==> src/rtl/ctrl_encode_def_pkg.sv <==
// Shared encodings for the multicycle controller: opcodes, FSM states,
// instruction classes and the default memory timeout.
package ctrl_encode_def;

    localparam int DEF_MEM_TIMEOUT = 15;
    localparam int WAIT_CNT_W      = 4;

    typedef enum logic [2:0] {
        S_FETCH  = 3'd0,
        S_DECODE = 3'd1,
        S_EXEC   = 3'd2,
        S_MEM    = 3'd3,
        S_WB     = 3'd4
    } state_t;

    typedef enum logic [2:0] {
        CLS_ALU     = 3'd0,
        CLS_LOAD    = 3'd1,
        CLS_STORE   = 3'd2,
        CLS_BRANCH  = 3'd3,
        CLS_JUMP    = 3'd4,
        CLS_JAL     = 3'd5,
        CLS_ILLEGAL = 3'd6
    } op_class_t;

    localparam logic [5:0] OP_RTYPE  = 6'b000000;
    localparam logic [5:0] OP_REGIMM = 6'b000001;
    localparam logic [5:0] OP_J      = 6'b000010;
    localparam logic [5:0] OP_JAL    = 6'b000011;
    localparam logic [5:0] OP_BEQ    = 6'b000100;
    localparam logic [5:0] OP_BNE    = 6'b000101;
    localparam logic [5:0] OP_BLEZ   = 6'b000110;
    localparam logic [5:0] OP_BGTZ   = 6'b000111;
    localparam logic [5:0] OP_ADDI   = 6'b001000;
    localparam logic [5:0] OP_ADDIU  = 6'b001001;
    localparam logic [5:0] OP_SLTI   = 6'b001010;
    localparam logic [5:0] OP_SLTIU  = 6'b001011;
    localparam logic [5:0] OP_ANDI   = 6'b001100;
    localparam logic [5:0] OP_ORI    = 6'b001101;
    localparam logic [5:0] OP_XORI   = 6'b001110;
    localparam logic [5:0] OP_LUI    = 6'b001111;
    localparam logic [5:0] OP_LB     = 6'b100000;
    localparam logic [5:0] OP_LH     = 6'b100001;
    localparam logic [5:0] OP_LW     = 6'b100011;
    localparam logic [5:0] OP_LBU    = 6'b100100;
    localparam logic [5:0] OP_LHU    = 6'b100101;
    localparam logic [5:0] OP_SW     = 6'b101011;

    // rt_field values that make OP_REGIMM a legal branch
    localparam logic [4:0] RT_BLTZ = 5'b00000;
    localparam logic [4:0] RT_BGEZ = 5'b00001;

endpackage

==> src/rtl/multicycle_ctrl_op_classify.sv <==
// Combinational opcode decoder: maps op/rt_field to an instruction class
// and a legality flag.
module op_classify
    import ctrl_encode_def::*;
(
    input  logic [5:0] op,
    input  logic [4:0] rt_field,
    output op_class_t  op_class,
    output logic       legal
);

    // Classify the opcode; anything not listed is illegal.
    always_comb begin
        // NOTE: every combinational output gets a default first so no path can infer a latch.
        op_class = CLS_ILLEGAL;
        case (op)
            OP_RTYPE, OP_ADDI, OP_ADDIU, OP_ANDI, OP_ORI,
            OP_XORI, OP_LUI, OP_SLTI, OP_SLTIU:          op_class = CLS_ALU;
            OP_LW, OP_LB, OP_LBU, OP_LH, OP_LHU:         op_class = CLS_LOAD;
            OP_SW:                                       op_class = CLS_STORE;
            OP_BEQ, OP_BNE, OP_BGTZ, OP_BLEZ:            op_class = CLS_BRANCH;
            OP_REGIMM: begin
                if (rt_field == RT_BLTZ || rt_field == RT_BGEZ)
                    op_class = CLS_BRANCH;
            end
            OP_J:                                        op_class = CLS_JUMP;
            OP_JAL:                                      op_class = CLS_JAL;
            default:                                     op_class = CLS_ILLEGAL;
        endcase
    end

    assign legal = (op_class != CLS_ILLEGAL);

endmodule

==> src/rtl/multicycle_ctrl.sv <==
// Multicycle MIPS-style control FSM: FETCH/DECODE/EXEC/MEM/WB with a memory
// handshake timeout. Optional feature macro PERF_CNT_EN adds cycle_cnt and
// instr_cnt performance counters.
module multicycle_ctrl
    import ctrl_encode_def::*;
#(
    parameter int MEM_TIMEOUT = DEF_MEM_TIMEOUT
) (
    input  logic       clk,
    input  logic       rst,
    input  logic [5:0] op,
    input  logic [4:0] rt_field,
    input  logic       mem_ready,
    output logic       mem_req,
    output logic       mem_we,
    output logic       iord,
    output logic       ir_write,
    output logic       pc_write,
    output logic       pc_write_cond,
    output logic       reg_write,
    output logic [2:0] state,
    output logic       instr_done,
    output logic       illegal,
    output logic       bus_err
`ifdef PERF_CNT_EN
    ,
    output logic [31:0] cycle_cnt,
    output logic [31:0] instr_cnt
`endif
);

    localparam logic [WAIT_CNT_W-1:0] TIMEOUT_CNT = WAIT_CNT_W'(MEM_TIMEOUT);

    state_t                 state_q, state_d;
    op_class_t              class_q, class_d;
    op_class_t              dec_class;
    logic                   dec_legal;
    logic [WAIT_CNT_W-1:0]  wait_q, wait_d;
    logic                   run;
    logic                   timeout;

    op_classify u_op_classify (
        .op       (op),
        .rt_field (rt_field),
        .op_class (dec_class),
        .legal    (dec_legal)
    );

    assign timeout = (wait_q == TIMEOUT_CNT);
    assign state   = state_q;

    // State, latched instruction class, wait counter and the run flag that
    // keeps all outputs quiet until the first edge after reset.
    always_ff @(posedge clk or posedge rst) begin
        // NOTE: sequential state uses non-blocking assignments so every register samples pre-edge values.
        if (rst) begin
            state_q <= S_FETCH;
            class_q <= CLS_ILLEGAL;
            wait_q  <= '0;
            run     <= 1'b0;
        end else begin
            state_q <= state_d;
            class_q <= class_d;
            wait_q  <= wait_d;
            run     <= 1'b1;
        end
    end

    // Next state and control outputs; the wait counter clears whenever the
    // FSM is not stalled in FETCH or MEM.
    always_comb begin
        state_d       = state_q;
        class_d       = class_q;
        wait_d        = '0;
        mem_req       = 1'b0;
        mem_we        = 1'b0;
        iord          = 1'b0;
        ir_write      = 1'b0;
        pc_write      = 1'b0;
        pc_write_cond = 1'b0;
        reg_write     = 1'b0;
        instr_done    = 1'b0;
        illegal       = 1'b0;
        bus_err       = 1'b0;

        if (run) begin
            case (state_q)
                S_FETCH: begin
                    mem_req = 1'b1;
                    if (mem_ready) begin
                        ir_write = 1'b1;
                        pc_write = 1'b1;
                        state_d  = S_DECODE;
                    end else if (timeout) begin
                        mem_req = 1'b0;
                        bus_err = 1'b1;
                        state_d = S_FETCH;
                    end else begin
                        wait_d = wait_q + 1'b1;
                    end
                end
                S_DECODE: begin
                    class_d = dec_class;
                    if (dec_legal) begin
                        state_d = S_EXEC;
                    end else begin
                        illegal    = 1'b1;
                        instr_done = 1'b1;
                        state_d    = S_FETCH;
                    end
                end
                S_EXEC: begin
                    case (class_q)
                        CLS_BRANCH: begin
                            pc_write_cond = 1'b1;
                            instr_done    = 1'b1;
                            state_d       = S_FETCH;
                        end
                        CLS_JUMP: begin
                            pc_write   = 1'b1;
                            instr_done = 1'b1;
                            state_d    = S_FETCH;
                        end
                        CLS_JAL: begin
                            pc_write   = 1'b1;
                            reg_write  = 1'b1;
                            instr_done = 1'b1;
                            state_d    = S_FETCH;
                        end
                        CLS_LOAD, CLS_STORE: state_d = S_MEM;
                        CLS_ALU:             state_d = S_WB;
                        default:             state_d = S_FETCH;
                    endcase
                end
                S_MEM: begin
                    mem_req = 1'b1;
                    iord    = 1'b1;
                    mem_we  = (class_q == CLS_STORE);
                    if (mem_ready) begin
                        if (class_q == CLS_STORE) begin
                            instr_done = 1'b1;
                            state_d    = S_FETCH;
                        end else begin
                            state_d = S_WB;
                        end
                    end else if (timeout) begin
                        mem_req = 1'b0;
                        mem_we  = 1'b0;
                        iord    = 1'b0;
                        bus_err = 1'b1;
                        state_d = S_FETCH;
                    end else begin
                        wait_d = wait_q + 1'b1;
                    end
                end
                S_WB: begin
                    reg_write  = 1'b1;
                    instr_done = 1'b1;
                    state_d    = S_FETCH;
                end
                default: state_d = S_FETCH;
            endcase
        end
    end

`ifdef PERF_CNT_EN
    // Free-running cycle counter and retired-instruction counter, both wrap.
    always_ff @(posedge clk or posedge rst) begin
        if (rst) begin
            cycle_cnt <= '0;
            instr_cnt <= '0;
        end else begin
            cycle_cnt <= cycle_cnt + 32'd1;
            if (instr_done)
                instr_cnt <= instr_cnt + 32'd1;
        end
    end
`endif

endmodule

==> config.mk <==
export PLATFORM = sky130hd
export DESIGN_NAME = multicycle_ctrl
export DESIGN_NICKNAME = d
export VERILOG_FILES = /design/src/rtl/ctrl_encode_def_pkg.sv /design/src/rtl/multicycle_ctrl_op_classify.sv /design/src/rtl/multicycle_ctrl.sv
export SDC_FILE = /design/constraint.sdc
export NUM_CORES = 1
export LEC_CHECK = 0
export BUFFER_PORTS_ARGS = -buffer_cell sky130_fd_sc_hd__buf_2
export CORE_MARGIN = 1
export CORE_UTILIZATION = 49
export DETAILED_ROUTE_END_ITERATION = 7
export PLACE_DENSITY = 0.88
export SYNTH_ARGS = -nofsm -noshare
export SYNTH_HDL_FRONTEND = slang
export SYNTH_SLANG_ARGS = --single-unit
==> constraint.sdc <==
create_clock -name clk -period 1.9 [get_ports clk]
set_clock_uncertainty 0.15 [all_clocks]
set_input_delay 0.19 -clock clk [delete_from_list [all_inputs] [get_ports clk]]
set_output_delay 0.19 -clock clk [all_outputs]
set_load 0.01 [all_outputs]
# Yosys cells after proc, flatten, opt, wreduce, memory -nomap -nowiden
# Index checks and enable logic that the tools add are counted.
# Widths: inputs -> output; s select.
[totals] elab_cells=98 ff_bits=11 input_bits=14 output_inout_bits=13
[op_classes] addsub=1 n_eq_ne=33 n_reduce_logical=13 muxes=47
[ops] cell="$eq 6x4->1 const B" n=8
[ops] cell="$eq 6x6->1 const B" n=6
[ops] cell="$mux 1" n=31
[ops] cell="$eq 6x3->1 const B" n=4
[ops] cell="$pmux 3 s7" n=1
[ops] cell="$mux 4" n=4
[ops] cell="$mux 3" n=5
[ops] cell="$eq 3x2->1 const B" n=4
[ops] cell="$eq 6x2->1 const B" n=2
[ops] cell="$pmux 3 s4" n=1
[ops] cell="$eq 3x3->1 const B" n=3
[ops] cell="$reduce_or 9->1" n=1
[ops] cell="$eq 3x1->1 const B" n=2
[ops] cell="$eq 6x1->1 const B" n=1
[ops] cell="$logic_not 3->1" n=2
[ops] cell="$logic_not 6->1" n=1
[ops] cell="$pmux 3 s2" n=1
[ops] cell="$reduce_or 2->1" n=3
[ops] cell="$eq 5x1->1 const B" n=1
[ops] cell="$logic_not 5->1" n=1
[ops] cell="$reduce_or 5->1" n=1
[ops] cell="$add 4x1->4 const B" n=1
[ops] cell="$eq 4x4->1 const B" n=1
[ops] cell="$pmux 1 s2" n=2
[ops] cell="other kinds (7)" n=7

# Depth between registers and ports, before layout
[logic_depth] depth_word=8 mapped_depth=5 depth_no_buf=5

# Cells and area by module
# From an unflattened synthesis, not the netlist that was laid out.
[hier_totals] hier_cells=105 area_unflattened_um2=872.1
[modules_own_cells] mod="multicycle_ctrl" seq_area_each_um2=277.8 cells_each=82 n_inst=1 area_each_um2=735.7
[modules_own_cells] mod="op_classify" seq_area_each_um2=0.0 cells_each=23 n_inst=1 area_each_um2=136.4

# Worst setup path after synthesis
# OpenSTA, ideal clock, no wires.
[synth_timing] path_kind="reg2out" from="register state_q[1] (netlist: state[1])" to="output port mem_we" path_buffers=1 path_stages_with_launch=5 arrival_time_ns=1.374 path_slack_ns=0.186 required_ns=1.560 path_cell_list="dfrtp_1 > clkbuf_1 > nand2_1 > nor3b_1 > and2_1"
[synth_via] elab_chain_len=3
[synth_rtl] item="start, declared" line="multicycle_ctrl.sv:34" rtl="state_t state_q, state_d;"
[synth_rtl] item="start signal, assigned" line="multicycle_ctrl.sv:62" rtl="state_q <= state_d;"
[synth_rtl] item="$eq 3x2->1" line="multicycle_ctrl.sv:87" rtl="case (state_q)"
[synth_rtl] item="$mux 1" line="multicycle_ctrl.sv:87"
[synth_rtl] item="$mux 1" line="multicycle_ctrl.sv:86" rtl="if (run) begin"
[synth_rtl] item="end, declared" line="multicycle_ctrl.sv:15" rtl="output logic mem_we,"
# Every way passes these cells.

# Worst setup path after layout
[layout_timing] from="input port rt_field[1]" to="output port instr_done"
[layout_via] elab_chain_len=8 elab_cells_between_ends=9 cone_classes="eq/ne (2); mux (5); reduce/logical (2)"
[layout_rtl] item="start, declared" line="multicycle_ctrl.sv:12" rtl="input logic [4:0] rt_field,"
[layout_rtl] item="$eq 5x1->1 or $logic_not 5->1 (tied branches)" line="multicycle_ctrl_op_classify.sv:23" rtl="if (rt_field == RT_BLTZ || rt_field == RT_BGEZ)"
[layout_rtl] item="$logic_or 1x1->1 *" line="multicycle_ctrl_op_classify.sv:23"
[layout_rtl] item="$mux 3 *" line="multicycle_ctrl_op_classify.sv:23"
[layout_rtl] item="$pmux 3 s7 *" line="multicycle_ctrl_op_classify.sv:16" rtl="case (op)"
[layout_rtl] item="$ne 3x3->1 *" line="multicycle_ctrl_op_classify.sv:32" rtl="assign legal = (op_class != CLS_ILLEGAL);"
[layout_rtl] item="$mux 1 *" line="multicycle_ctrl.sv:104" rtl="if (dec_legal) begin"
[layout_rtl] item="$pmux 1 s4 *" line="multicycle_ctrl.sv:87"
[layout_rtl] item="$mux 1 *" line="multicycle_ctrl.sv:86"
[layout_rtl] item="end, declared" line="multicycle_ctrl.sv:22" rtl="output logic instr_done,"
# Every way passes the cells marked *; elsewhere a longest branch is shown, timed or not.

==> reports/metrics.yaml <==
synth-seq-cells: 11
syn-cell-area_um2: 842
final_common_cell: "buf_2"
fp.dieH_um: 43.5
grt_pass1_vias: 815
clk_pin_slew_worst_paths_ns: 0.07
layout.nets: 145
cts_htree_levels: 1
finish.utilization_pct: 69.0
grt.total_usage_pct: 24.8
switching_share_pct: 39.6
seq_power_share_pct: 38.6
core_um2: 1560
fmax_mhz: 544
fin_crit_sh_pct: 96.7
grt_overflow_total: 0
io_buffer_count: 25
hpwl_mm: 1.59
clockPowerShare_pct: 16.2
wl_mm: 2.08
finalMaxSlewViolations: 0
post_drt_wl_per_cell_um: 14.4
gp_congestion: 0.869
seq_area_frac_synth_pct: 33.0
grt_start_max_net_pins: 14
layout-drive-gt1-share_pct: 36.4
antenna_found_initial: 0
avgSynthCellArea_um2: 8.51
status: "finished with violations"
start_kind: "input pin"
hold_class: "input pin to register"
crit_fanout: 3
synthCells: 99
setup_viol: 0
internal-power_mw: 0.594
cts_tree: "done"
yosys.area.top_type: "dfrtp_1"
rows: 14
p_switching_mw: 0.389
fin_hold_ws_ns: 0.0247
ys_types: 39
clock_latency_ns: 0.27
pre_cts_ws_ns: 0.0493
synth_top_cell_area_share_pct: 26.7
dr_total_vias: 863
via_per_inst: 5.95
syn_nets: 114
start_util_pct: 54.0
cp_data_arrival_time_ns: 1.50
drc_errors: 5
grt_pass1_wl_mm: 3.42
cts.path.max_buffers: 2
worstPathRequired_ns: 1.56
violations: "design-rule violations"
fillCellCount: 138
cts_num_sinks: 11
antenna_cells: 0
yosys-top-cells-area: "dfrtp_1 (27%), dfstp_2 (6.2%), nor2_1 (5.8%)"
criticalPathCategory: "input pin to primary output"
p_leak_nw: 0.483
period_minus_slack_ns: 1.84
syn_to_final_growth_pct: 27.8
rsz0062_at_grt: "false"
cts_made_buffers: 3
vdd_drop_max_mv: 0.534
drtAntennaViolNets: 0
powerDensity_nw_per_um2: 913
ys.warnings.count: 0
comb_power_share_pct: 45.2
ioPinCount: 27
die-area_um2: 1890
setup_slack_ns: 0.0619
first_pass_iters: 6
final-hold-violation-count: 0
die_w_um: 43.5
end_kind: "primary output"
final_cell_mix: "buf_2 (25), nor2_1 (12), dfrtp_1 (7), nor3_1 (6)"
finalSetupTns_ns: 0
clockRootBuffer: "clkbuf_4"
maxCapViolCount: 0
drt_iter0_drc: 28
total_power_mw: 0.983
## state kept, by name, summed over array words and instances, names as in the netlist
name,count
wait_q,4
class_q,3
state,3
run,1
## worst max-delay path, stage by stage
cell and delay (ns):
buf_2 0.10, or4_4 0.54, a41oi_2 0.27, o2bb2ai_2 0.16, o211ai_1 0.09, buf_2 0.15
## cells by family after synthesis
group                      Yosys count  synth area share (%)
AOI/OAI and AO/OA                   22                  23.5
xor gates and xnor gates             3                  3.12
adders and majority gates            1                  1.49
buffers and inverters                9                  4.31
DFF                                 11                  33.0
other                                1                 0.445
and+or+nand+nor                     52                  34.2
## synthesized netlist by cell type
cell	number
a21oi_1	2
nor2_1	13
o2bb2ai_2	1
or4_4	1
ha_1	1
and4_1	1
nand3b_1	4
nand2b_1	5
clkbuf_1	2
o32ai_1	2
or2_1	1
and2_1	2
a32oi_1	1
conb_1	1
o211ai_1	1
xnor2_1	2
dfrtp_1	9
a41oi_2	1
o221ai_1	2
o22a_1	1
o21bai_1	1
and4bb_1	1
o2bb2ai_1	1
a221o_1	1
buf_2	2
a211oi_1	1
nor3_1	6
inv_1	5
dfstp_2	2
o21ai_0	4
and3_1	2
xor2_1	1
nor3b_1	3
o41ai_1	1
nor2b_1	3
nand3_1	4
nand2_1	6
a31oi_1	1
a2111oi_4	1
## what timing repair did
| item | CTS | global route |
|---|---|---|
| hold buffers | 1 | 0 |
| setup endpoints to repair | 3 | 3 |
| hold endpoints to repair | 9 | 0 |
| buffers inserted | 1 | 1 |
| pin swaps | 0 | 2 |
| gates resized for setup | 4 | 7 |
## path summary, 6_finish.rpt
kind                             start         end  slack [ns]  cells after the start
min reg2reg                  wait_q[0]   wait_q[0]        0.37                      1
max in group asynchronous          rst  class_q[1]        0.96                      3
min                              op[4]  class_q[0]        0.02                      2
min in group asynchronous          rst   wait_q[2]        0.33                      3
max reg2reg                  wait_q[0]    state[1]        0.21                      5
max                        rt_field[1]  instr_done        0.06                      6
## metal layers
metal | vias up | wire [um] | global-route usage (%)
li1 | 425 | - | -
met1 | 398 | 825 | 26.7
met2 | 34 | 1090 | 43.9
met3 | 6 | 120 | 5.83
met4 | 0 | 44 | 15.0
met5 | - | 0 | 0
## final cells by class
type                       instances  area (um^2)  area share, %
clock buffer                       4         26.3           2.44
tap                               16         20.0           1.86
sequential                        11          280           26.0
multi-input combinational         79          566           52.6
timing repair buffer              30          165           15.3
inverter                           5         18.8           1.74
## metrics by stage
step | instance area, um^2 | instances
3_3_place_gp | 985 | 138
2_1_floorplan | 842 | 99
6_report | 1080 | 145
3_5_place_dp | 985 | 138
4_1_cts | 1040 | 144
5_1_grt | 1080 | 145
## power by group through the flow
stage                     Combinational (mW)  Clock [mW]  Sequential (mW)
after floorplan                        0.279           0            0.365
after global placement                 0.390           0            0.380
after detailed placement               0.406           0            0.383
after CTS                              0.416       0.165            0.380
after global routing                   0.489       0.177            0.388
final                                  0.444       0.159            0.380
No activity file was read; power rests on OpenSTA's default activity.
